==> src/rtl/sdram_slot_arb_pkg.sv <==
// sdram_arb_pkg: shared types for the SDRAM slot arbiter.
//   owner_e : debug encoding of who drives the current slot
//   src_e   : source tag of a buffered background request
//   bg_t    : background request register {valid, src, we, addr, data}
//   ADDR_W_DEF : default SDRAM byte-address width
package sdram_arb_pkg;
  localparam int ADDR_W_DEF = 25;

  typedef enum logic [1:0] {
    OWN_IDLE = 2'd0,
    OWN_CORE = 2'd1,
    OWN_LDR  = 2'd2,
    OWN_AUX  = 2'd3
  } owner_e;

  typedef enum logic {
    SRC_LDR = 1'b0,
    SRC_AUX = 1'b1
  } src_e;

  // addr is sized for the default (widest supported) bus; narrower
  // instances zero-extend into it.
  typedef struct packed {
    logic                  valid;
    src_e                  src;
    logic                  we;
    logic [ADDR_W_DEF-1:0] addr;
    logic [7:0]            data;
  } bg_t;
endpackage

==> src/rtl/sdram_slot_arb_if.sv <==
// sdram_slot_arb_if: all non-clock signals of the slot arbiter.
//   slave  : arbiter side (core/loader/aux/sdram_do in; sdram_*, status out)
//   master : environment side (mirror of slave)
interface sdram_slot_arb_if #(
  parameter int ADDR_W = sdram_arb_pkg::ADDR_W_DEF
);
  import sdram_arb_pkg::*;

  logic              mem_sync;
  logic              core_req;
  logic              core_we;
  logic [ADDR_W-1:0] core_addr;
  logic [7:0]        core_din;
  logic              ldr_we;
  logic [ADDR_W-1:0] ldr_addr;
  logic [7:0]        ldr_data;
  logic              ldr_full;
  logic              ldr_overflow;
  logic              aux_req;
  logic              aux_we;
  logic [ADDR_W-1:0] aux_addr;
  logic [7:0]        aux_din;
  logic              aux_ack;
  logic [7:0]        aux_rdata;
  logic              aux_rvalid;
  logic [ADDR_W-1:0] sdram_adr;
  logic              sdram_we;
  logic [7:0]        sdram_di;
  logic [7:0]        sdram_do;
  owner_e            owner;

  modport slave (
    input  mem_sync, core_req, core_we, core_addr, core_din,
           ldr_we, ldr_addr, ldr_data,
           aux_req, aux_we, aux_addr, aux_din, sdram_do,
    output ldr_full, ldr_overflow, aux_ack, aux_rdata, aux_rvalid,
           sdram_adr, sdram_we, sdram_di, owner
  );

  modport master (
    output mem_sync, core_req, core_we, core_addr, core_din,
           ldr_we, ldr_addr, ldr_data,
           aux_req, aux_we, aux_addr, aux_din, sdram_do,
    input  ldr_full, ldr_overflow, aux_ack, aux_rdata, aux_rvalid,
           sdram_adr, sdram_we, sdram_di, owner
  );
endinterface

==> src/rtl/sdram_slot_arb_fifo.sv <==
// sdram_arb_fifo: synchronous FIFO for loader write strobes.
//   clk, rst        : clock, async active-high reset
//   i_push / i_din  : write; ignored when full unless popping same cycle
//   i_pop / o_dout  : read; o_dout is the head entry (show-ahead)
//   o_full, o_empty, o_count : occupancy
// Push and pop in the same cycle while full is accepted: the head slot
// being read is the one overwritten.
module sdram_arb_fifo #(
  parameter int WIDTH = 33,
  parameter int DEPTH = 4
) (
  input  logic                   clk,
  input  logic                   rst,
  input  logic                   i_push,
  input  logic [WIDTH-1:0]       i_din,
  input  logic                   i_pop,
  output logic [WIDTH-1:0]       o_dout,
  output logic                   o_full,
  output logic                   o_empty,
  output logic [$clog2(DEPTH):0] o_count
);
  localparam int AW = $clog2(DEPTH);

  logic [WIDTH-1:0] r_mem [DEPTH];
  logic [AW-1:0]    r_wr, r_rd;
  logic [AW:0]      r_cnt;
  logic             w_push, w_pop;

  assign o_full  = (r_cnt == (AW+1)'(DEPTH));
  assign o_empty = (r_cnt == '0);
  assign o_count = r_cnt;
  assign o_dout  = r_mem[r_rd];
  assign w_pop   = i_pop & ~o_empty;
  assign w_push  = i_push & (~o_full | w_pop);

  always_ff @(posedge clk) begin
    if (w_push) r_mem[r_wr] <= i_din;
  end

  always_ff @(posedge clk or posedge rst) begin
    if (rst) begin
      r_wr  <= '0;
      r_rd  <= '0;
      r_cnt <= '0;
    end else begin
      if (w_push) r_wr <= r_wr + 1'b1;
      if (w_pop)  r_rd <= r_rd + 1'b1;
      case ({w_push, w_pop})
        2'b10:   r_cnt <= r_cnt + 1'b1;
        2'b01:   r_cnt <= r_cnt - 1'b1;
        default: ;
      endcase
    end
  end
endmodule

==> src/rtl/sdram_slot_arb.sv <==
// sdram_slot_arb: shares the byte-wide SDRAM port between the core
// (zero-latency pass-through), a buffered loader stream and an optional
// aux master. Background traffic uses only slots the core leaves idle.
//   clk_sys, reset : 32 MHz clock, async active-high reset
//   bus (slave)    : mem_sync slot pulse, core/loader/aux request ports,
//                    sdram_* controller port, ldr_full/ldr_overflow,
//                    aux_ack/aux_rdata/aux_rvalid, owner (debug)
// Macro SDRAM_ARB_AUX_EN enables the aux port; when undefined the aux
// inputs are ignored, aux outputs are 0 and the loader always wins.
module sdram_slot_arb
  import sdram_arb_pkg::*;
#(
  parameter int ADDR_W    = ADDR_W_DEF,
  parameter int LDR_DEPTH = 4
) (
  input logic             clk_sys,
  input logic             reset,
  sdram_slot_arb_if.slave bus
);
  localparam int CW = $clog2(LDR_DEPTH) + 1;
  localparam int FW = ADDR_W + 8;

  bg_t           r_bg;
  logic          r_ovf;
  logic [FW-1:0] w_fifo_dout;
  logic          w_fifo_full, w_fifo_empty;
  logic [CW-1:0] w_fifo_count;
  logic          w_consume, w_reload, w_ldr_win, w_drop;

  sdram_arb_fifo #(.WIDTH(FW), .DEPTH(LDR_DEPTH)) u_fifo (
    .clk     (clk_sys),
    .rst     (reset),
    .i_push  (bus.ldr_we),
    .i_din   ({bus.ldr_addr, bus.ldr_data}),
    .i_pop   (w_ldr_win),
    .o_dout  (w_fifo_dout),
    .o_full  (w_fifo_full),
    .o_empty (w_fifo_empty),
    .o_count (w_fifo_count)
  );

  // bg is issued at a sync only when the core leaves the slot; it is
  // refilled whenever it ends that sync empty.
  assign w_consume = bus.mem_sync & ~bus.core_req & r_bg.valid;
  assign w_reload  = bus.mem_sync & (~r_bg.valid | w_consume);
  // A strobe into a full FIFO survives only if the head pops this cycle.
  assign w_drop    = bus.ldr_we & (w_fifo_count == CW'(LDR_DEPTH)) & ~w_ldr_win;

  assign bus.ldr_full     = w_fifo_full;
  assign bus.ldr_overflow = r_ovf;

  always_comb begin
    bus.sdram_adr = '0;
    bus.sdram_we  = 1'b0;
    bus.sdram_di  = '0;
    bus.owner     = OWN_IDLE;
    if (bus.core_req) begin
      bus.sdram_adr = bus.core_addr;
      bus.sdram_we  = bus.core_we;
      bus.sdram_di  = bus.core_din;
      bus.owner     = OWN_CORE;
    end else if (r_bg.valid) begin
      bus.sdram_adr = r_bg.addr[ADDR_W-1:0];
      bus.sdram_we  = r_bg.we;
      bus.sdram_di  = r_bg.data;
      bus.owner     = (r_bg.src == SRC_AUX) ? OWN_AUX : OWN_LDR;
    end
  end

`ifdef SDRAM_ARB_AUX_EN
  src_e       r_last;
  logic       r_tag;
  logic       r_rvalid;
  logic [7:0] r_rdata;
  logic       w_aux_win;

  // Round-robin: on a tie the source that did not win last time goes.
  assign w_ldr_win = w_reload & ~w_fifo_empty & (~bus.aux_req | (r_last == SRC_AUX));
  assign w_aux_win = w_reload & bus.aux_req & ~w_ldr_win;

  assign bus.aux_ack    = w_aux_win & ~reset;
  assign bus.aux_rvalid = r_rvalid;
  assign bus.aux_rdata  = r_rdata;

  // A consumed aux read returns its byte one slot later; r_tag marks
  // that the next sync carries the data.
  always_ff @(posedge clk_sys or posedge reset) begin
    if (reset) begin
      r_last   <= SRC_AUX;
      r_tag    <= 1'b0;
      r_rvalid <= 1'b0;
      r_rdata  <= '0;
    end else begin
      r_rvalid <= bus.mem_sync & r_tag;
      if (bus.mem_sync) begin
        r_tag <= w_consume & (r_bg.src == SRC_AUX) & ~r_bg.we;
        if (r_tag) r_rdata <= bus.sdram_do;
      end
      if (w_ldr_win)      r_last <= SRC_LDR;
      else if (w_aux_win) r_last <= SRC_AUX;
    end
  end
`else
  assign w_ldr_win      = w_reload & ~w_fifo_empty;
  assign bus.aux_ack    = 1'b0;
  assign bus.aux_rvalid = 1'b0;
  assign bus.aux_rdata  = '0;
`endif

  always_ff @(posedge clk_sys or posedge reset) begin
    if (reset) begin
      r_bg  <= '0;
      r_ovf <= 1'b0;
    end else begin
      if (w_drop) r_ovf <= 1'b1;
      if (w_ldr_win)
        r_bg <= '{valid: 1'b1, src: SRC_LDR, we: 1'b1,
                  addr: ADDR_W_DEF'(w_fifo_dout[FW-1:8]), data: w_fifo_dout[7:0]};
`ifdef SDRAM_ARB_AUX_EN
      else if (w_aux_win)
        r_bg <= '{valid: 1'b1, src: SRC_AUX, we: bus.aux_we,
                  addr: ADDR_W_DEF'(bus.aux_addr), data: bus.aux_din};
`endif
      else if (w_reload)
        r_bg <= '0;
    end
  end
endmodule

==> src/flat_wrapper.sv <==
// flat-port wrapper written by rule: the top's interface ports become plain ports
module sdram_slot_arb_flat import sdram_arb_pkg::*;
#(
  parameter int ADDR_W    = ADDR_W_DEF,
  parameter int LDR_DEPTH = 4
)
  (clk_sys, reset, bus_mem_sync, bus_core_req, bus_core_we, bus_core_addr, bus_core_din, bus_ldr_we, bus_ldr_addr, bus_ldr_data, bus_aux_req, bus_aux_we, bus_aux_addr, bus_aux_din, bus_sdram_do, bus_ldr_full, bus_ldr_overflow, bus_aux_ack, bus_aux_rdata, bus_aux_rvalid, bus_sdram_adr, bus_sdram_we, bus_sdram_di, bus_owner);
  sdram_slot_arb_if #(.ADDR_W(ADDR_W)) bus_i ();
  input logic clk_sys;
  input logic reset;
  input wire logic [$bits(bus_i.mem_sync)-1:0] bus_mem_sync;
  input wire logic [$bits(bus_i.core_req)-1:0] bus_core_req;
  input wire logic [$bits(bus_i.core_we)-1:0] bus_core_we;
  input wire logic [$bits(bus_i.core_addr)-1:0] bus_core_addr;
  input wire logic [$bits(bus_i.core_din)-1:0] bus_core_din;
  input wire logic [$bits(bus_i.ldr_we)-1:0] bus_ldr_we;
  input wire logic [$bits(bus_i.ldr_addr)-1:0] bus_ldr_addr;
  input wire logic [$bits(bus_i.ldr_data)-1:0] bus_ldr_data;
  input wire logic [$bits(bus_i.aux_req)-1:0] bus_aux_req;
  input wire logic [$bits(bus_i.aux_we)-1:0] bus_aux_we;
  input wire logic [$bits(bus_i.aux_addr)-1:0] bus_aux_addr;
  input wire logic [$bits(bus_i.aux_din)-1:0] bus_aux_din;
  input wire logic [$bits(bus_i.sdram_do)-1:0] bus_sdram_do;
  output wire logic [$bits(bus_i.ldr_full)-1:0] bus_ldr_full;
  output wire logic [$bits(bus_i.ldr_overflow)-1:0] bus_ldr_overflow;
  output wire logic [$bits(bus_i.aux_ack)-1:0] bus_aux_ack;
  output wire logic [$bits(bus_i.aux_rdata)-1:0] bus_aux_rdata;
  output wire logic [$bits(bus_i.aux_rvalid)-1:0] bus_aux_rvalid;
  output wire logic [$bits(bus_i.sdram_adr)-1:0] bus_sdram_adr;
  output wire logic [$bits(bus_i.sdram_we)-1:0] bus_sdram_we;
  output wire logic [$bits(bus_i.sdram_di)-1:0] bus_sdram_di;
  output wire logic [$bits(bus_i.owner)-1:0] bus_owner;
  assign bus_i.mem_sync = bus_mem_sync;
  assign bus_i.core_req = bus_core_req;
  assign bus_i.core_we = bus_core_we;
  assign bus_i.core_addr = bus_core_addr;
  assign bus_i.core_din = bus_core_din;
  assign bus_i.ldr_we = bus_ldr_we;
  assign bus_i.ldr_addr = bus_ldr_addr;
  assign bus_i.ldr_data = bus_ldr_data;
  assign bus_i.aux_req = bus_aux_req;
  assign bus_i.aux_we = bus_aux_we;
  assign bus_i.aux_addr = bus_aux_addr;
  assign bus_i.aux_din = bus_aux_din;
  assign bus_i.sdram_do = bus_sdram_do;
  assign bus_ldr_full = bus_i.ldr_full;
  assign bus_ldr_overflow = bus_i.ldr_overflow;
  assign bus_aux_ack = bus_i.aux_ack;
  assign bus_aux_rdata = bus_i.aux_rdata;
  assign bus_aux_rvalid = bus_i.aux_rvalid;
  assign bus_sdram_adr = bus_i.sdram_adr;
  assign bus_sdram_we = bus_i.sdram_we;
  assign bus_sdram_di = bus_i.sdram_di;
  assign bus_owner = bus_i.owner;
  sdram_slot_arb #(.ADDR_W(ADDR_W), .LDR_DEPTH(LDR_DEPTH)) u_core (.clk_sys(clk_sys), .reset(reset), .bus(bus_i));
endmodule
==> config.mk <==
export PLATFORM = sky130hd
export DESIGN_NAME = sdram_slot_arb_flat
export DESIGN_NICKNAME = d
export VERILOG_FILES = /design/src/rtl/sdram_slot_arb_pkg.sv /design/src/rtl/sdram_slot_arb_if.sv /design/src/rtl/sdram_slot_arb_fifo.sv /design/src/rtl/sdram_slot_arb.sv /design/src/flat_wrapper.sv
export SDC_FILE = /design/constraint.sdc
export NUM_CORES = 1
export LEC_CHECK = 0
export ABC_AREA = 0
export ABC_CLOCK_PERIOD_IN_PS = 4000
export CORE_MARGIN = 4
export CORE_UTILIZATION = 54
export CTS_CLUSTER_DIAMETER = 150
export CTS_CLUSTER_SIZE = 30
export DETAILED_ROUTE_END_ITERATION = 6
export PLACE_DENSITY = 0.93
export SLEW_MARGIN = 10
export SYNTH_ARGS = -nofsm -noshare
export SYNTH_HDL_FRONTEND = slang
export SYNTH_SLANG_ARGS = --single-unit
==> constraint.sdc <==
create_clock -name clk_sys -period 4 [get_ports clk_sys]
set_input_delay 0.8 -clock clk_sys [delete_from_list [all_inputs] [get_ports clk_sys]]
set_output_delay 0.8 -clock clk_sys [all_outputs]
set_load 0.02 [all_outputs]
== Word level (Yosys, flattened, before mapping) ==
Memory sizes are Yosys's and may differ from the RTL's.
Index checks and enable logic that the tools add are counted.
Cells by class
  reduce and logical (&&, ||, !) cells: 3
  add/subtract/negate cells: 4
  mux-type cells: 14
  bitwise gates (word level): 15
  equality and inequality tests: 3
Operator list (number)
  2-to-1 mux 36 bit: 2
  2-to-1 mux 25 bit: 2
  2-to-1 mux 8 bit: 2
  AND 1 bit: 8
  case mux 3 bit (2 select lines): 1
  2-to-1 mux 1 bit: 5
  NOT 1 bit: 5
  adder 2 x 1 -> 2 bit, second input constant: 2
  2-to-1 mux 2 bit: 2
  nonzero test 2 bit: 2
  adder 3 x 1 -> 3 bit, second input constant: 1
  equality test 3 bit, second input constant: 1
  zero test 3 bit: 1
  subtractor 3 x 1 -> 3 bit, second input constant: 1
  equality test 2 x 1 -> 1 bit, second input constant: 1
  equality test 2 bit, second input constant: 1
  OR 1 bit: 2
Word-level totals
  memories: 1
  logic and storage cells: 49
  register bits after elaboration: 44
  bits in writable memories: 132
Memory list
  u_core.u_fifo.r_mem: depth 4, bits a word 33, rd ports 1, clocked after Yosys merged registers in 0, wr ports 1, RTL line sdram_slot_arb_fifo.sv:24  | logic [WIDTH-1:0] r_mem [DEPTH];

== Logic depth before layout (Yosys ltp) ==
  depth after elaboration: 11
  depth in mapped cells: 11
  mapped depth without buffers: 7

== Modules after synthesis ==
From an unflattened synthesis, not the netlist that was laid out.
Unflattened totals
  cells, all modules: 405
  area, all modules: 7071.8 sq um
Modules (own cells, without submodules)
  sdram_arb_fifo: cells an instance 227, area each 5272.6 sq um, instances 1
  sdram_slot_arb: cells an instance 178, area each 1799.2 sq um, instances 1

== Worst setup path before layout ==
No wires, ideal clock.
  path type: input port to flip-flop
  start point: in bus_core_req
  end point: mem u_core.u_fifo.r_mem[0][0] (enable)
  arrival: 2298 ps
  setup time: 393 ps
  slack: 1309 ps
  path buffers: 2
  stages on the path: 5
  path through: buf_6 > a21bo_1 > buf_6 > a21boi_2 > and2_1
On the way
  cells in the longest elaborated chain, start to end: 11
RTL lines
  from (decl): RTL line flat_wrapper.sv:12  | input wire logic [$bits(bus_i.core_req)-1:0] bus_core_req;
  NOT 1 bit: RTL line sdram_slot_arb.sv:44  | assign w_consume = bus.mem_sync & ~bus.core_req & r_bg.valid;
  AND 1 bit (2 in series): RTL line sdram_slot_arb.sv:44
  OR 1 bit: RTL line sdram_slot_arb.sv:45  | assign w_reload = bus.mem_sync & (~r_bg.valid | w_consume);
  AND 1 bit: RTL line sdram_slot_arb.sv:45
  AND 1 bit: RTL line sdram_slot_arb.sv:104  | assign w_ldr_win = w_reload & ~w_fifo_empty;
  AND 1 bit: RTL line sdram_slot_arb_fifo.sv:33  | assign w_pop = i_pop & ~o_empty;
  OR 1 bit: RTL line sdram_slot_arb_fifo.sv:34  | assign w_push = i_push & (~o_full | w_pop);
  AND 1 bit: RTL line sdram_slot_arb_fifo.sv:34
  2-to-1 mux 1 bit: RTL line sdram_slot_arb_fifo.sv:37  | if (w_push) r_mem[r_wr] <= i_din;
  2-to-1 mux 1 bit (implied by the code): RTL line sdram_slot_arb_fifo.sv:37
  to (decl): RTL line sdram_slot_arb_fifo.sv:24
Every way passes these cells.

==> metrics.txt <==
Final Cycle Share=0.8587; layout cells sized above 1=0.1549; WL per Instance=roughly 21 um; post-CTS sizing=0; Max IR drop VDD=roughly 0.36 mV; worst clock skew=between 0.01 and 0.015 ns; Period minus WS final=3.435 ns; CTS tree=yes; first-pass GRT wire length=between 20000 and 25000 um; Synth Cell Area=7000 sq um; Rows=41; vias=~3900; worst hold path type=reg2reg; root buffer cell=clkbuf_16; DRC=0; CP Buf/Inv Count=2; Pre-antenna DRT Iters=5; Pwr Total=just under 6 mW; global route overflow=0; DR iter-0 viols=~260; most frequent cell after synthesis=edfxtp_1; PortBufs=around 110; Starting Density=0.5525; Num CTS Buffers=17; Setup CP Type=reg2out; H-tree Lvls=4; Critical Path AT=2.63 ns; Worst-Margin Slew=roughly 1.1 ns; Die X=roughly 120 um; Synth Instances=392; CTS sink cnt=between 150 and 200; worst-skew pair later-pin latency=0.42 ns; fin. max-slew vios=0; Post-synth ARST share=0.2414; Die ar.=roughly 15000 sq um; Antenna diodes=0; top cells by area, synth=edfxtp_1 57%, dfrtp_1 15%, mux4_2 11%; leakage=between 3 and 4 nW; CORE AREA=between 10000 and 15000 sq um; area added between synthesis and finish=24.15%; Synth cell types=39; Post-synth EDFFs=132; Synth top area share=0.5662; max frequency=slightly below 0.3 GHz; Syn Area/Cell=17.86 sq um; synth warn=0; Synth top cells by count=132 x edfxtp_1, 49 x a22o_1, 42 x dfrtp_1; hpwl dp=a little under 9000 um; Power Density=a little under 700 nW/um^2; initial antenna violation count=0; delay-heaviest family, CP=buffers and inverters; CP max stage cell=dfrtp_1; Worst Setup Start Kind=flip-flop; clk slew on worst S/H paths=approximately 0.06 ns; WP data required=3.20 ns; max cap viols=0; layout net count=617; Clock Path Buffers=2; FF+latch count, synth=174; Top Ports=about 160; cell taking the most area after synthesis=edfxtp_1; Vias/cell=between 5 and 6; largest stage delay on the critical path=0.80 ns; Setup Fix Bufs, Post-CTS=0; final setup TNS=0 ns; vias in the first global route=4084; RD Place Congestion=0.7272; All-Layer GR Usage=0.2029; Setup crit end kind=output port; largest net degree at the start of global routing=43; CTS hold repair buffers=0; Critical Path, Cell by Cell=nor2b_2 > buf_4 > a22o_1 > clkdlybuf4s50_1; Fin. Hold Viols=0; RSZ-0062 raised after global routing=no; setup violators final=0; Chip Height=121.9 um; sequential cell area fraction in the yosys report=0.7164; status=complete, no violations; Main synth FF type=edfxtp_1; Routed Antenna Nets=0; max_slew headroom=0.2756; Crit Path Max Fanout=21; final WL=around 14000 um
power breakdown:
group | switching (mW) | internal (mW) | leakage (nW)
clock network | 0.645 | 0.871 | 0.262
logic | 0.746 | 0.836 | 1.12
registers | 0.347 | 2.44 | 1.73
total | 1.74 | 4.15 | 3.11
cells in the final DEF, fill, tap and decap left out, types with 4 or more instances in the layout:
cell and instances:
o21ai_0 19, and2_2 4, clkbuf_16 17, edfxtp_1 132, conb_1 10, dfrtp_1 41, nand2_1 36, a22o_1 49
ha_1 4, clkbuf_1 4, buf_4 6, mux4_2 33, clkdlybuf4s50_1 108
worst paths after layout:
| path | start | endpoint | slack, ns | cells after the start |
|---|---|---|---|---|
| setup / recovery | u_core.r_bg[33]$_DFFE_PP0P_ | bus_sdram_adr[20] | 0.57 | 4 |
| hold / removal | u_core.bus.ldr_overflow$_DFFE_PP0P_ | u_core.bus.ldr_overflow$_DFFE_PP0P_ | 0.47 | 1 |
| setup reg to reg | u_core.r_bg[33]$_DFFE_PP0P_ | u_core.u_fifo.r_rd[1]$_DFFE_PP0P_ | 1.40 | 5 |
| hold reg to reg | u_core.bus.ldr_overflow$_DFFE_PP0P_ | u_core.bus.ldr_overflow$_DFFE_PP0P_ | 0.47 | 1 |
| max in group asynchronous | reset | u_core.u_fifo.r_rd[0]$_DFFE_PP0P_ | 2.40 | 2 |
| min in group asynchronous | reset | u_core.r_bg[9]$_DFFE_PP0P_ | 0.92 | 2 |
through the flow:
stage          hold slack [ns]  std cells  utilization  worst slack, ns  instance area, sq um
3_3_place_gp            0.4566        650       0.6429           0.8308                  8147
6_report                0.4672        682       0.6859           0.5653                  8691
5_1_grt                 0.4801        682       0.6859           0.4949                  8691
3_5_place_dp            0.4568        650       0.6429           0.7921                  8147
2_1_floorplan           0.4728        401            -            1.309                  7034
4_1_cts                 0.4705        682       0.6859           0.6038                  8691
state kept, by name, summed over array words and instances (netlist names):
| register | flops |
|---|---|
| u_core.u_fifo.r_mem | 132 |
| u_core.r_bg | 34 |
| u_core.u_fifo.r_wr | 2 |
| u_core.u_fifo.r_rd | 2 |
| u_core.u_fifo.o_count | 3 |
| u_core.bus.ldr_overflow | 1 |
area by class of cell:
| class | count | area (sq um) |
|---|---|---|
| Clock inverter | 10 | 90.09 |
| Fill cell | 799 | 3980 |
| Inverter | 4 | 15.01 |
| Sequential cell | 174 | 5016 |
| Multi-Input combinational cell | 185 | 1769 |
| Tap cell | 172 | 215.2 |
| Timing Repair Buffer | 115 | 1131 |
| Clock buffer | 22 | 454.2 |
cell families (layout without fill, tap and decap cells):
| family | after synthesis | count (layout) | share of synthesized area |
|---|---|---|---|
| AO/OA/AOI/OAI | 82 | 82 | 0.09062 |
| XOR/XNOR | 5 | 5 | 0.006257 |
| adder cells (fa/ha/maj) | 5 | 5 | 0.01001 |
| buffers and inverters | 42 | 151 | 0.03682 |
| flip-flops | 174 | 174 | 0.7164 |
| multiplexers | 34 | 34 | 0.1078 |
| other | 1 | 10 | 0.0005357 |
| AND/OR/NAND/NOR | 49 | 49 | 0.03164 |
worst register-to-register path: cells and delay by family (launching register included):
kind	cells	cell delay [ns]
AND/OR/NAND/NOR	2	0.97
buffers and inverters	1	0.30
AO/OA/AOI/OAI	1	0.37
flip-flops	1	0.65
XOR/XNOR	1	0.16
per-layer routing:
layer,track usage,up-vias,part of all wire
met3,0.05200,26,0.059
met1,0.2494,1991,0.39
li1,-,1742,-
met5,0,-,0
met4,0.07913,0,0.023
met2,0.3474,168,0.53
No activity file was read; power rests on OpenSTA's default activity.
